## config.mk

```make
export PLATFORM = sky130hd
export DESIGN_NAME = mem_upload
export DESIGN_NICKNAME = d
export VERILOG_FILES = /design/src/rtl/mem_upload.sv
export SDC_FILE = /design/constraint.sdc
export NUM_CORES = 1
export LEC_CHECK = 0
export BUFFER_PORTS_ARGS = -buffer_cell sky130_fd_sc_hd__buf_4
export CORE_MARGIN = 1.5
export CORE_UTILIZATION = 45
export CTS_CLUSTER_DIAMETER = 100
export CTS_CLUSTER_SIZE = 20
export DETAILED_ROUTE_END_ITERATION = 10
export GPL_TIMING_DRIVEN = 0
export PLACE_DENSITY = 0.71
export SLEW_MARGIN = 25
export SYNTH_ARGS = -nofsm -noshare
export SYNTH_HDL_FRONTEND = slang
export SYNTH_SLANG_ARGS = --single-unit
```

## constraint.sdc

```tcl
create_clock -name clk_sys -period 4.3 [get_ports clk_sys]
set_input_delay 0.43 -clock clk_sys [delete_from_list [all_inputs] [get_ports clk_sys]]
set_output_delay 0.43 -clock clk_sys [all_outputs]
set_load 0.1 [all_outputs]
```

## src/rtl/mem_upload.sv

```systemverilog
// HPS ioctl upload responder: serves byte reads from a 16 KB-aligned SDRAM window
// through a req/ack port, with a one-entry sequential prefetch buffer.
module mem_upload #(
  parameter int          SIZE_LOG2 = 14,
  parameter logic [7:0]  FILL      = 8'hFF
) (
  input  logic        clk_sys,
  input  logic        reset_n,
  input  logic        ce_ref,
  input  logic        ioctl_upload,
  input  logic        ioctl_rd,
  input  logic [24:0] ioctl_addr,
  output logic [7:0]  ioctl_din,
  output logic        ioctl_wait,
  input  logic [8:0]  base_page,
  output logic        mem_req,
  output logic [22:0] mem_addr,
  input  logic        mem_ack,
  input  logic [7:0]  mem_dout,
  output logic        active
);

  localparam int PAGE_LOG2 = 14;

  typedef enum logic [1:0] {IDLE, WAIT_CE, FETCH, DONE} state_e;

  logic [1:0]  rst_sync_q;
  logic        rst_n;

  state_e      state_q, state_d;
  logic        upload_q;
  logic [8:0]  page_q, page_d;
  logic [24:0] pf_addr_q, pf_addr_d;
  logic [7:0]  pf_data_q, pf_data_d;
  logic        pf_valid_q, pf_valid_d;
  logic [24:0] pend_addr_q, pend_addr_d;
  logic        pend_q, pend_d;
  logic [24:0] fetch_addr_q, fetch_addr_d;
  logic        drop_q, drop_d;
  logic [7:0]  din_q, din_d;
  logic        wait_q, wait_d;
  logic        req_q, req_d;
  logic [22:0] addr_q, addr_d;
  logic        active_q, active_d;

  logic        rd_accept, rd_in_range, rd_hit, rd_next_ok, upload_rise;
  logic [24:0] rd_next;

  // Reset asserts asynchronously but releases only on a clock edge.
  always_ff @(posedge clk_sys or negedge reset_n) begin
    if (!reset_n) rst_sync_q <= 2'b00;
    else          rst_sync_q <= {rst_sync_q[0], 1'b1};
  end
  assign rst_n = rst_sync_q[1];

  assign upload_rise = ioctl_upload && !upload_q;
  assign rd_accept   = ioctl_rd && ioctl_upload && upload_q && !wait_q;
  assign rd_in_range = (ioctl_addr[24:SIZE_LOG2] == '0);
  assign rd_hit      = pf_valid_q && (ioctl_addr == pf_addr_q);
  assign rd_next     = ioctl_addr + 25'd1;
  assign rd_next_ok  = (ioctl_addr[SIZE_LOG2-1:0] != {SIZE_LOG2{1'b1}});

  always_comb begin
    // NOTE: every variable gets its hold value first so no path through this block infers a latch.
    state_d      = state_q;
    page_d       = page_q;
    pf_addr_d    = pf_addr_q;
    pf_data_d    = pf_data_q;
    pf_valid_d   = pf_valid_q;
    pend_addr_d  = pend_addr_q;
    pend_d       = pend_q;
    fetch_addr_d = fetch_addr_q;
    drop_d       = drop_q;
    din_d        = din_q;
    wait_d       = wait_q;
    req_d        = req_q;
    addr_d       = addr_q;
    active_d     = active_q;

    if (state_q == DONE) state_d = IDLE;

    if (rd_accept) begin
      if (!rd_in_range) begin
        din_d = FILL;
      end else if (state_q == FETCH) begin
        wait_d      = 1'b1;
        pend_d      = 1'b1;
        pend_addr_d = ioctl_addr;
      end else if (rd_hit) begin
        din_d = pf_data_q;
        if (rd_next_ok) begin
          fetch_addr_d = rd_next;
          state_d      = WAIT_CE;
        end
      end else begin
        wait_d       = 1'b1;
        pend_d       = 1'b1;
        pend_addr_d  = ioctl_addr;
        fetch_addr_d = ioctl_addr;
        state_d      = WAIT_CE;
      end
    end

    // Ack handling looks at pend_d so a read landing in the ack cycle is resolved here.
    case (state_q)
      WAIT_CE: begin
        if (ce_ref && ioctl_upload) begin
          req_d   = 1'b1;
          addr_d  = {page_q, {PAGE_LOG2{1'b0}}} + 23'(fetch_addr_d[SIZE_LOG2-1:0]);
          state_d = FETCH;
        end
      end
      FETCH: begin
        if (mem_ack) begin
          req_d  = 1'b0;
          drop_d = 1'b0;
          if (drop_q || !ioctl_upload) begin
            if (ioctl_upload) begin
              fetch_addr_d = pend_d ? pend_addr_d : fetch_addr_q;
              state_d      = WAIT_CE;
            end else begin
              state_d  = IDLE;
              active_d = 1'b0;
            end
          end else if (pend_d) begin
            if (pend_addr_d == fetch_addr_q) begin
              din_d  = mem_dout;
              wait_d = 1'b0;
              pend_d = 1'b0;
              if (pend_addr_d[SIZE_LOG2-1:0] != {SIZE_LOG2{1'b1}}) begin
                fetch_addr_d = pend_addr_d + 25'd1;
                state_d      = WAIT_CE;
              end else begin
                state_d = DONE;
              end
            end else begin
              fetch_addr_d = pend_addr_d;
              state_d      = WAIT_CE;
            end
          end else begin
            pf_data_d  = mem_dout;
            pf_addr_d  = fetch_addr_q;
            pf_valid_d = 1'b1;
            state_d    = DONE;
          end
        end
      end
      default: ;
    endcase

    if (upload_rise) begin
      page_d       = base_page;
      pf_valid_d   = 1'b0;
      active_d     = 1'b1;
      pend_d       = 1'b0;
      wait_d       = 1'b0;
      fetch_addr_d = '0;
      if (state_d == FETCH) drop_d  = 1'b1;
      else                  state_d = WAIT_CE;
    end

    if (!ioctl_upload) begin
      pf_valid_d = 1'b0;
      pend_d     = 1'b0;
      wait_d     = 1'b0;
      if (state_d == FETCH) begin
        drop_d = 1'b1;
      end else begin
        state_d  = IDLE;
        active_d = 1'b0;
      end
    end
  end

  always_ff @(posedge clk_sys or negedge rst_n) begin
    if (!rst_n) begin
      state_q      <= IDLE;
      upload_q     <= 1'b0;
      page_q       <= '0;
      pf_addr_q    <= '0;
      pf_data_q    <= '0;
      pf_valid_q   <= 1'b0;
      pend_addr_q  <= '0;
      pend_q       <= 1'b0;
      fetch_addr_q <= '0;
      drop_q       <= 1'b0;
      din_q        <= FILL;
      wait_q       <= 1'b0;
      req_q        <= 1'b0;
      addr_q       <= '0;
      active_q     <= 1'b0;
    end else begin
      // NOTE: non-blocking so every register samples the pre-edge value of the others.
      state_q      <= state_d;
      upload_q     <= ioctl_upload;
      page_q       <= page_d;
      pf_addr_q    <= pf_addr_d;
      pf_data_q    <= pf_data_d;
      pf_valid_q   <= pf_valid_d;
      pend_addr_q  <= pend_addr_d;
      pend_q       <= pend_d;
      fetch_addr_q <= fetch_addr_d;
      drop_q       <= drop_d;
      din_q        <= din_d;
      wait_q       <= wait_d;
      req_q        <= req_d;
      addr_q       <= addr_d;
      active_q     <= active_d;
    end
  end

  assign ioctl_din  = din_q;
  assign ioctl_wait = wait_q;
  assign mem_req    = req_q;
  assign mem_addr   = addr_q;
  assign active     = active_q;

endmodule

```

==> flow_summary.yaml, run 1 <==
clocking:
  tritoncts: "built"
  cts_max_path_buffers: 2
  clock_sinks: 134
  numCtsBuffers: 17
  htreeDepth: 4
  clk_latency_ps: 430
  root_buffer: "clkbuf_16"
  clk_pin_slew_ps: 60
setup_path:
  crit_fanout: 19
  start_kind: "register"
  cp_slowest_stage_delay_ps: 470
  cpMostUsedCell: "nand4_1"
  cp_slowest_cell: "dfrtp_1"
  cp.arrival_ps: 4460
  critical_path_class: "reg2reg"
  endpoint_kind: "register"
  path_cells: "and4b_2 -> nand4_1 -> a21o_1 -> buf_8 -> o21ai_2 -> ha_4 -> nand4_1 -> or3_4 -> nor3_4 -> nand2b_4 -> a31oi_2 -> o41ai_4 -> buf_4 -> nand2_1 -> o41ai_1"
  cp.required_ps: 4600
floorplanning:
  dieArea_um2: 18400
  core.rowCount: 48
  die_w_um: 136
  io-pin-count: 82
  die_h_um: 136
  initial_core_util: 0.459
  coreArea_um2: 17200
drt:
  num_vias: 7896
  via_per_inst: 6.34
  routedWlPerCell_um: 22.7
  drtPass1Iterations: 6
  drt_iter0_drc: 1075
  wl_met3_um: 3280
  wl_met2_um: 12400
  drt-met1-wl_um: 11400
  highest_layer: "met4"
  drt_wl_total_um: 28300
  drtAntennaViolNets: 0
  remaining_drc_errors: 0
job:
  max-cap-violations: 0
power:
  powerDensity_nw_per_um2: 468
  p_switching_uw: 1720
  p_total_uw: 4530
  swShare: 0.380
  pwr-share-comb: 0.304
  irDropWorstVdd_mv: 0.502
  total_leakage_power_uw: 0.00429
  p_clk_frac: 0.342
  p_seq_frac: 0.354
  intPower_uw: 2810
cells_and_area:
  layout_commonest_cell: "nand2_1"
  antenna_cells: 0
  final_cells: 1245
  final_cell_mix: "nand2_1, dfrtp_1, buf_4"
  fin_util: 0.561
  syn_to_final_growth_pct: 22.2
  drive_above_1_share: 0.217
  fin_area_um2: 9680
  final_nets: 1060
logic_synthesis:
  yosysWarningCount: 0
  postSynth.asyncResetShare: 1.00
  ys.flop_type: "dfrtp_1"
  avgSynthCellArea_um2: 8.77
  synth_cell_types: 74
  syn_area_um2: 7920
  netlist_instances: 903
  synth_edf_count: 0
  synth_nets: 956
  yosysSeqAreaShare: 0.425
  synth_seq_cells: 134
timing:
  max_slew_margin: 0.143
  hold_viol: 0
  fin_crit_sh: 0.969
  clock_skew_ps: 7.98
  setup_viol: 0
  final.setup.tns_ps: 0
  fmax_mhz: 240
  tightest_slew_ps: 1280
  drv_slew: 0
  min_period_ps: 4170
placement:
  io_buffers: 73
  post-place-cells: 1203
  dp_hpwl_um: 21200
  post_dp_cell_area_um2: 8820
  place_congestion: 1.03
global_route:
  gr-total-overflow: 0
  grt_pass1_wl_um: 43200
  grt_max_degree: 53
  antenna_found_initial: 1
  grtUsageTotal: 0.315
  grt_pass1_vias: 7409
outcome:
  status: "complete, no violations"
worst_hold_path:
  min_path_type: "in2reg"
## per-layer routing
layer	up-vias	GRT usage
li1	3470	-
met1	3788	0.429
met2	539	0.478
met3	99	0.0752
met4	0	0.139
met5	-	0
## worst paths after layout
path / depth (start not counted) / slack, ps / to / start
min reg2reg: 0 / 350 / drop_q$_DFF_PN0_ / rst_sync_q[1]$_DFF_PN0_
max reg2reg: 15 / 130 / fetch_addr_q[24]$_DFFE_PN0P_ / upload_q$_DFF_PN0_
min in group asynchronous: 2 / 320 / rst_sync_q[1]$_DFF_PN0_ / reset_n
max: 15 / 130 / fetch_addr_q[24]$_DFFE_PN0P_ / upload_q$_DFF_PN0_
min: 1 / 120 / upload_q$_DFF_PN0_ / ioctl_upload
max in group asynchronous: 1 / 3220 / ioctl_din[1]$_DFF_PN1_ / rst_sync_q[1]$_DFF_PN0_
## power groups by stage
stage	clock network, uW	registers [uW]	logic, uW
2_1_floorplan	0	2040	531
5_1_grt	1610	1620	1450
6_report	1550	1600	1380
3_3_place_gp	0	1630	1300
4_1_cts	1560	1600	1360
3_5_place_dp	0	1620	1330
## cell usage after synthesis, drive strengths merged (5+ instances only)
cell,count,share of area
nand2,140,0.066
dfrtp,126,0.40
o21ai,79,0.050
nor2,71,0.034
a21oi,44,0.028
mux2,44,0.063
inv,41,0.019
clkbuf,37,0.018
xnor2,29,0.033
nand3,26,0.016
o22ai,24,0.019
nor3,21,0.013
nor4,18,0.017
nand4,16,0.013
mux2i,14,0.020
a31oi,12,0.0095
and3,12,0.0095
buf,12,0.0090
xor2,12,0.013
a211oi,11,0.010
dfstp,8,0.027
a21o,5,0.0047
a221oi,5,0.0055
ha,5,0.0079
o221ai,5,0.0055
or4,5,0.0047
## critical path, delay by kind of cell (launching register included)
kind	cells	cell delay, ps
AO/OA/AOI/OAI	5	1160
flip-flops	1	470
buffers and inverters	2	380
adder cells (fa/ha/maj)	1	220
AND/OR/NAND/NOR	7	1790
## cell type report
type | instances | area (um2)
timing repair buffer | 87 | 688
buffer | 47 | 233
multi-input combinational | 678 | 4330
sequential | 134 | 3370
clock buffer | 19 | 453
fill | 1601 | 7560
inverter | 42 | 158
clock inverter | 13 | 170
tap | 225 | 282
## repair_timing
| action | 4_1_cts | 5_1_grt |
|---|---|---|
| pin swaps | 7 | 7 |
| hold buffers | 1 | 0 |
| setup endpoints to repair | 36 | 34 |
| setup buffers | 7 | 4 |
| endpoints found under the hold margin | 2 | 0 |
| resized for setup | 23 | 14 |
## flip-flops by register name, indices dropped and copies added, names as in the netlist, 2 cells and up
name / count
mem_addr: 23
state_q: 2
pend_addr_q: 25
rst_sync_q: 2
ioctl_din: 8
fetch_addr_q: 25
pf_data_q: 8
pf_addr_q: 25
page_q: 9
## kinds of logic after synthesis
| logic type | Yosys count | synth area share |
|---|---|---|
| fa+ha+maj | 5 | 0.00790 |
| compound gates | 237 | 0.193 |
| mux | 58 | 0.0823 |
| flops | 134 | 0.425 |
| other cells | 1 | 0.000473 |
| simple gates | 336 | 0.199 |
| xor+xnor | 41 | 0.0463 |
| buf+inv | 91 | 0.0464 |
## stage by stage
step	setup WS, ps	hold slack (ps)
finish	133	117
global route	-9.29	111
CTS	34.5	107
detailed placement	-1490	215
global placement	-1810	213
floorplan	-15.6	134
Power figures use the tool's default switching activity.
==> inputs of run 2 (changes only) <==
- CAP_MARGIN: unset -> 20
- SKIP_CTS_REPAIR_TIMING: unset -> 1
- clock period: 4.3 -> 4.75 ns (I/O delays scaled with it)
==> flow_summary.yaml, run 2 (synthesis results as in run 1) <==
outcome:
  status: "complete, no violations"
drt:
  remaining_drc_errors: 0
  drt_iter0_drc: 1016
  routedWlPerCell_um: 22.6
  highest_layer: "met4"
  wl_met2_um: 12300
  drt-met1-wl_um: 11400
  drtAntennaViolNets: 0
  wl_met3_um: 3140
  drtPass1Iterations: 6
  via_per_inst: 6.27
  num_vias: 7777
  drt_wl_total_um: 28100
power:
  powerDensity_nw_per_um2: 432
  p_clk_frac: 0.354
  p_seq_frac: 0.348
  pwr-share-comb: 0.298
  p_switching_uw: 1540
  p_total_uw: 4150
  intPower_uw: 2610
  total_leakage_power_uw: 0.00425
  irDropWorstVdd_mv: 0.376
  swShare: 0.371
clocking:
  root_buffer: "clkbuf_16"
  clock_sinks: 134
  tritoncts: "built"
  cts_max_path_buffers: 2
  clk_pin_slew_ps: 60
  htreeDepth: 4
  numCtsBuffers: 17
  clk_latency_ps: 430
setup_path:
  cp.arrival_ps: 4870
  cp.required_ps: 5050
  critical_path_class: "reg2reg"
  start_kind: "register"
  endpoint_kind: "register"
  crit_fanout: 12
cells_and_area:
  layout_commonest_cell: "nand2_1"
  final_cell_mix: "nand2_1, dfrtp_1, buf_4"
  syn_to_final_growth_pct: 21.2
  reg_top3: "fetch_addr_q (25), pend_addr_q (25), pf_addr_q (25)"
  drive_above_1_share: 0.204
  antenna_cells: 0
  fin_util: 0.557
  final_nets: 1056
  n_fill_cell: 1615
timing:
  hold_viol: 0
  fin_crit_sh: 0.962
  whs_ps: 159
  min_period_ps: 4570
  setup_viol: 0
  fmax_mhz: 219
  tightest_slew_ps: 1040
  max_slew_margin: 0.306
  drv_slew: 0
  clock_skew_ps: 10.3
  rsz0062_at_grt: "no"
placement:
  dp_hpwl_um: 21400
  io_buffers: 73
  place_congestion: 1.03
global_route:
  grtUsageTotal: 0.313
  grt_max_degree: 54
  gr-total-overflow: 0
  grt_pass1_vias: 7464
  antenna_found_initial: 0
  grt_pass1_wl_um: 42700
worst_hold_path:
  min_path_type: "in2reg"
floorplanning:
  die_w_um: 136
  initial_core_util: 0.459
  coreArea_um2: 17200
  io-pin-count: 82
  dieArea_um2: 18400
  core.rowCount: 48
  die_h_um: 136
job:
  max-cap-violations: 0
run 2: changes by cell type in the layout (fill, tap and decap cells not counted), sizes merged:
cell      delta
bufinv       +2
clkinvlp     -1
buf          -5
inv          -1
clkinv       +1
run 2: routing by layer:
metal | up-vias | track usage
li1 | 3461 | -
met1 | 3756 | 0.413
met2 | 476 | 0.467
met3 | 84 | 0.0909
met4 | 0 | 0.160
met5 | - | 0
run 2: path summary, 6_finish.rpt:
path                                            from                           end  slack [ps]  depth (start not counted)
max reg2reg                pf_addr_q[18]$_DFFE_PN0P_  fetch_addr_q[23]$_DFFE_PN0P_         180                         18
min reg2reg                  rst_sync_q[1]$_DFF_PN0_  fetch_addr_q[23]$_DFFE_PN0P_         230                          0
max                        pf_addr_q[18]$_DFFE_PN0P_  fetch_addr_q[23]$_DFFE_PN0P_         180                         18
min in group asynchronous    rst_sync_q[1]$_DFF_PN0_  fetch_addr_q[23]$_DFFE_PN0P_         230                          0
max in group asynchronous    rst_sync_q[1]$_DFF_PN0_        ioctl_din[7]$_DFF_PN1_        3740                          2
min                                     ioctl_upload            upload_q$_DFF_PN0_         160                          1
run 2: final cells by class:
type	count	area, um2	share of cell area
multi-input cells	678	4260	0.444
flip-flops and latches	134	3370	0.351
repair buffers	83	671	0.0698
clock buffers	18	429	0.0447
well taps	225	282	0.0293
clock inverters	14	223	0.0232
plain buffers	47	214	0.0223
inverters	42	158	0.0164
run 2: stage by stage:
stage               cells  setup WS [ps]  setup TNS, ps  area, um2
floorplan             903            187              0       7920
global placement     1201          -1470        -133100       8750
detailed placement   1204          -1440         -29540       8830
CTS                  1236          -1270         -25170       9480
global route         1241           49.6              0       9600
finish               1241            180              0       9600
run 2: power by group through the flow:
stage,Sequential [uW],Clock [uW],Combinational [uW]
after floorplan,1850,0,480
after global placement,1470,0,1170
after detailed placement,1460,0,1210
after CTS,1440,1490,1220
after global routing,1470,1540,1320
final,1440,1470,1240
run 2: critical path, stage by stage (launching register included):
cell	delay, ps
dfrtp_1	390
xor2_1	200
nor4_2	390
nor4b_4	340
a21o_4	260
clkbuf_4	250
nand2_1	70
o21ai_1	250
ha_2	330
nand4_1	160
or3_1	440
nor3_2	190
nand2b_4	240
clkbuf_4	270
a41oi_1	70
a311oi_1	290
a221oi_1	110
o211ai_1	100
nand3_1	100
==> inputs of run 3 (changes only) <==
- RECOVER_POWER: unset -> 100
- SLEW_MARGIN: 25 -> 20
==> flow_summary.yaml, run 3 (synthesis results as in run 1) <==
power:
  powerDensity_nw_per_um2: 435
  intPower_uw: 2580
  p_switching_uw: 1530
  irDropWorstVdd_mv: 0.416
  p_seq_frac: 0.351
  pwr-share-comb: 0.286
  swShare: 0.373
  p_clk_frac: 0.363
  total_leakage_power_uw: 0.00412
cells_and_area:
  syn_to_final_growth_pct: 19.3
  final_nets: 1060
  reg_top3: "fetch_addr_q (25), pend_addr_q (25), pf_addr_q (25)"
  drive_above_1_share: 0.168
  final_cell_mix: "nand2_1, dfrtp_1, o21ai_0"
  final_cells: 1245
  antenna_cells: 0
  layout_commonest_cell: "nand2_1"
setup_path:
  start_kind: "register"
  ff2ff_path_depth: 18
  cp.arrival_ps: 4900
  crit_fanout: 10
  endpoint_kind: "register"
  critical_path_class: "reg2reg"
  cp.required_ps: 5050
  regToRegSetupSlack_ps: 160
  r2r_end: "fetch_addr_q[24]$_DFFE_PN0P_"
  rr_startpoint: "pf_addr_q[0]$_DFFE_PN0P_"
global_route:
  grt_max_degree: 58
  gr-total-overflow: 0
  grtUsageTotal: 0.314
  grt_pass1_vias: 7354
  antenna_found_initial: 0
  grt_pass1_wl_um: 42900
clocking:
  numCtsBuffers: 17
  root_buffer: "clkbuf_16"
  clk_pin_slew_ps: 60
  htreeDepth: 4
  cts_max_path_buffers: 2
  clk_latency_ps: 430
  clock_sinks: 134
  tritoncts: "built"
timing:
  clock_skew_ps: 10.6
  tightest_slew_ps: 3130
  fin_crit_sh: 0.967
  min_period_ps: 4590
  hold_viol: 0
  setup_viol: 0
  final.setup.tns_ps: 0
  drv_slew: 115
  setup_ws_ps: 159
  fmax_mhz: 218
  whs_ps: 179
  max_slew_margin: -1.09
worst_hold_path:
  hold_depth: 1
  min_to: "upload_q$_DFF_PN0_"
  min_path_type: "in2reg"
  hp-start: "ioctl_upload"
drt:
  via_per_inst: 6.25
  drtPass1Iterations: 8
  remaining_drc_errors: 0
  routedWlPerCell_um: 22.8
  drt_iter0_drc: 1171
  drtAntennaViolNets: 0
  num_vias: 7784
  drt_wl_total_um: 28400
floorplanning:
  dieArea_um2: 18400
  die_h_um: 136
  core.rowCount: 48
  initial_core_util: 0.459
  coreArea_um2: 17200
  die_w_um: 136
  io-pin-count: 82
outcome:
  violations: "max-capacitance violations, max-slew violations"
  status: "complete, but fails checks"
placement:
  post-place-cells: 1203
  io_buffers: 73
  pre_cts_ws_ps: -1400
  dp_hpwl_um: 21300
  place_congestion: 1.03
job:
  max-cap-violations: 2
[run 3: cell count changes in the layout (fill, tap and decap cells not counted), moves of 2 or more]
cell	previous run	this run
clkinv_4	4	1
buf_12	2	0
buf_4	79	48
clkbuf_1	31	69
clkbuf_8	0	2
[run 3: worst max-delay path: stages (launching register included)]
cell and delay [ps]:
dfrtp_1 390, xnor2_1 160, nand4_1 240, nor4_4 430, buf_4 190, a41oi_2 140, buf_6 220, mux2i_1 190
inv_1 160, ha_2 270, nand4_1 160, or3_1 450, nor3_2 240, nand2b_4 260, a31oi_2 200, o41ai_4 340
buf_4 210, nand2_1 90, o41ai_1 90
[run 3: power by group through the flow]
stage | Sequential (uW) | Clock (uW) | Combinational, uW
finish | 1440 | 1490 | 1180
CTS | 1440 | 1500 | 1210
floorplan | 1850 | 0 | 480
global placement | 1470 | 0 | 1170
global route | 1460 | 1550 | 1250
detailed placement | 1460 | 0 | 1210
[run 3: how the worst max path moves through the flow]
stage,startpoint,end,slack [ps],cells past startpoint
floorplan,ioctl_addr[8],fetch_addr_q[23]$_DFFE_PN0P_,190,21
CTS,pf_addr_q[20]$_DFFE_PN0P_,fetch_addr_q[24]$_DFFE_PN0P_,-1370,18
finish,pf_addr_q[0]$_DFFE_PN0P_,fetch_addr_q[24]$_DFFE_PN0P_,160,18
detailed placement,ioctl_addr[18],fetch_addr_q[23]$_DFFE_PN0P_,-1400,21
global placement,ioctl_addr[18],fetch_addr_q[23]$_DFFE_PN0P_,-1470,21
global route,pf_addr_q[0]$_DFFE_PN0P_,fetch_addr_q[23]$_DFFE_PN0P_,-40,19
[run 3: final cells by class]
type	instances	area, um2
Sequential cell	134	3360
Clock buffer	21	460
Inverter	42	158
Buffer	47	214
Multi-Input combinational cell	678	4260
Tap cell	225	282
Timing Repair Buffer	87	517
Clock inverter	11	196
Fill cell	1643	7790
[run 3: per-stage QoR]
step / util / power [uW] / instance area, um2
finish: 0.548 / 4110 / 9450
CTS: 0.550 / 4160 / 9470
detailed placement: 0.511 / 2670 / 8810
global placement: 0.508 / 2640 / 8750
floorplan: - / 2330 / 7920
global route: 0.548 / 4270 / 9450
[run 3: layer usage]
layer / track usage / vias up / wire [um]
li1: - / 3468 / -
met2: 0.472 / 486 / 12200
met3: 0.0767 / 109 / 2960
met4: 0.130 / 0 / 1250
met5: 0 / - / 0
met1: 0.434 / 3721 / 11900
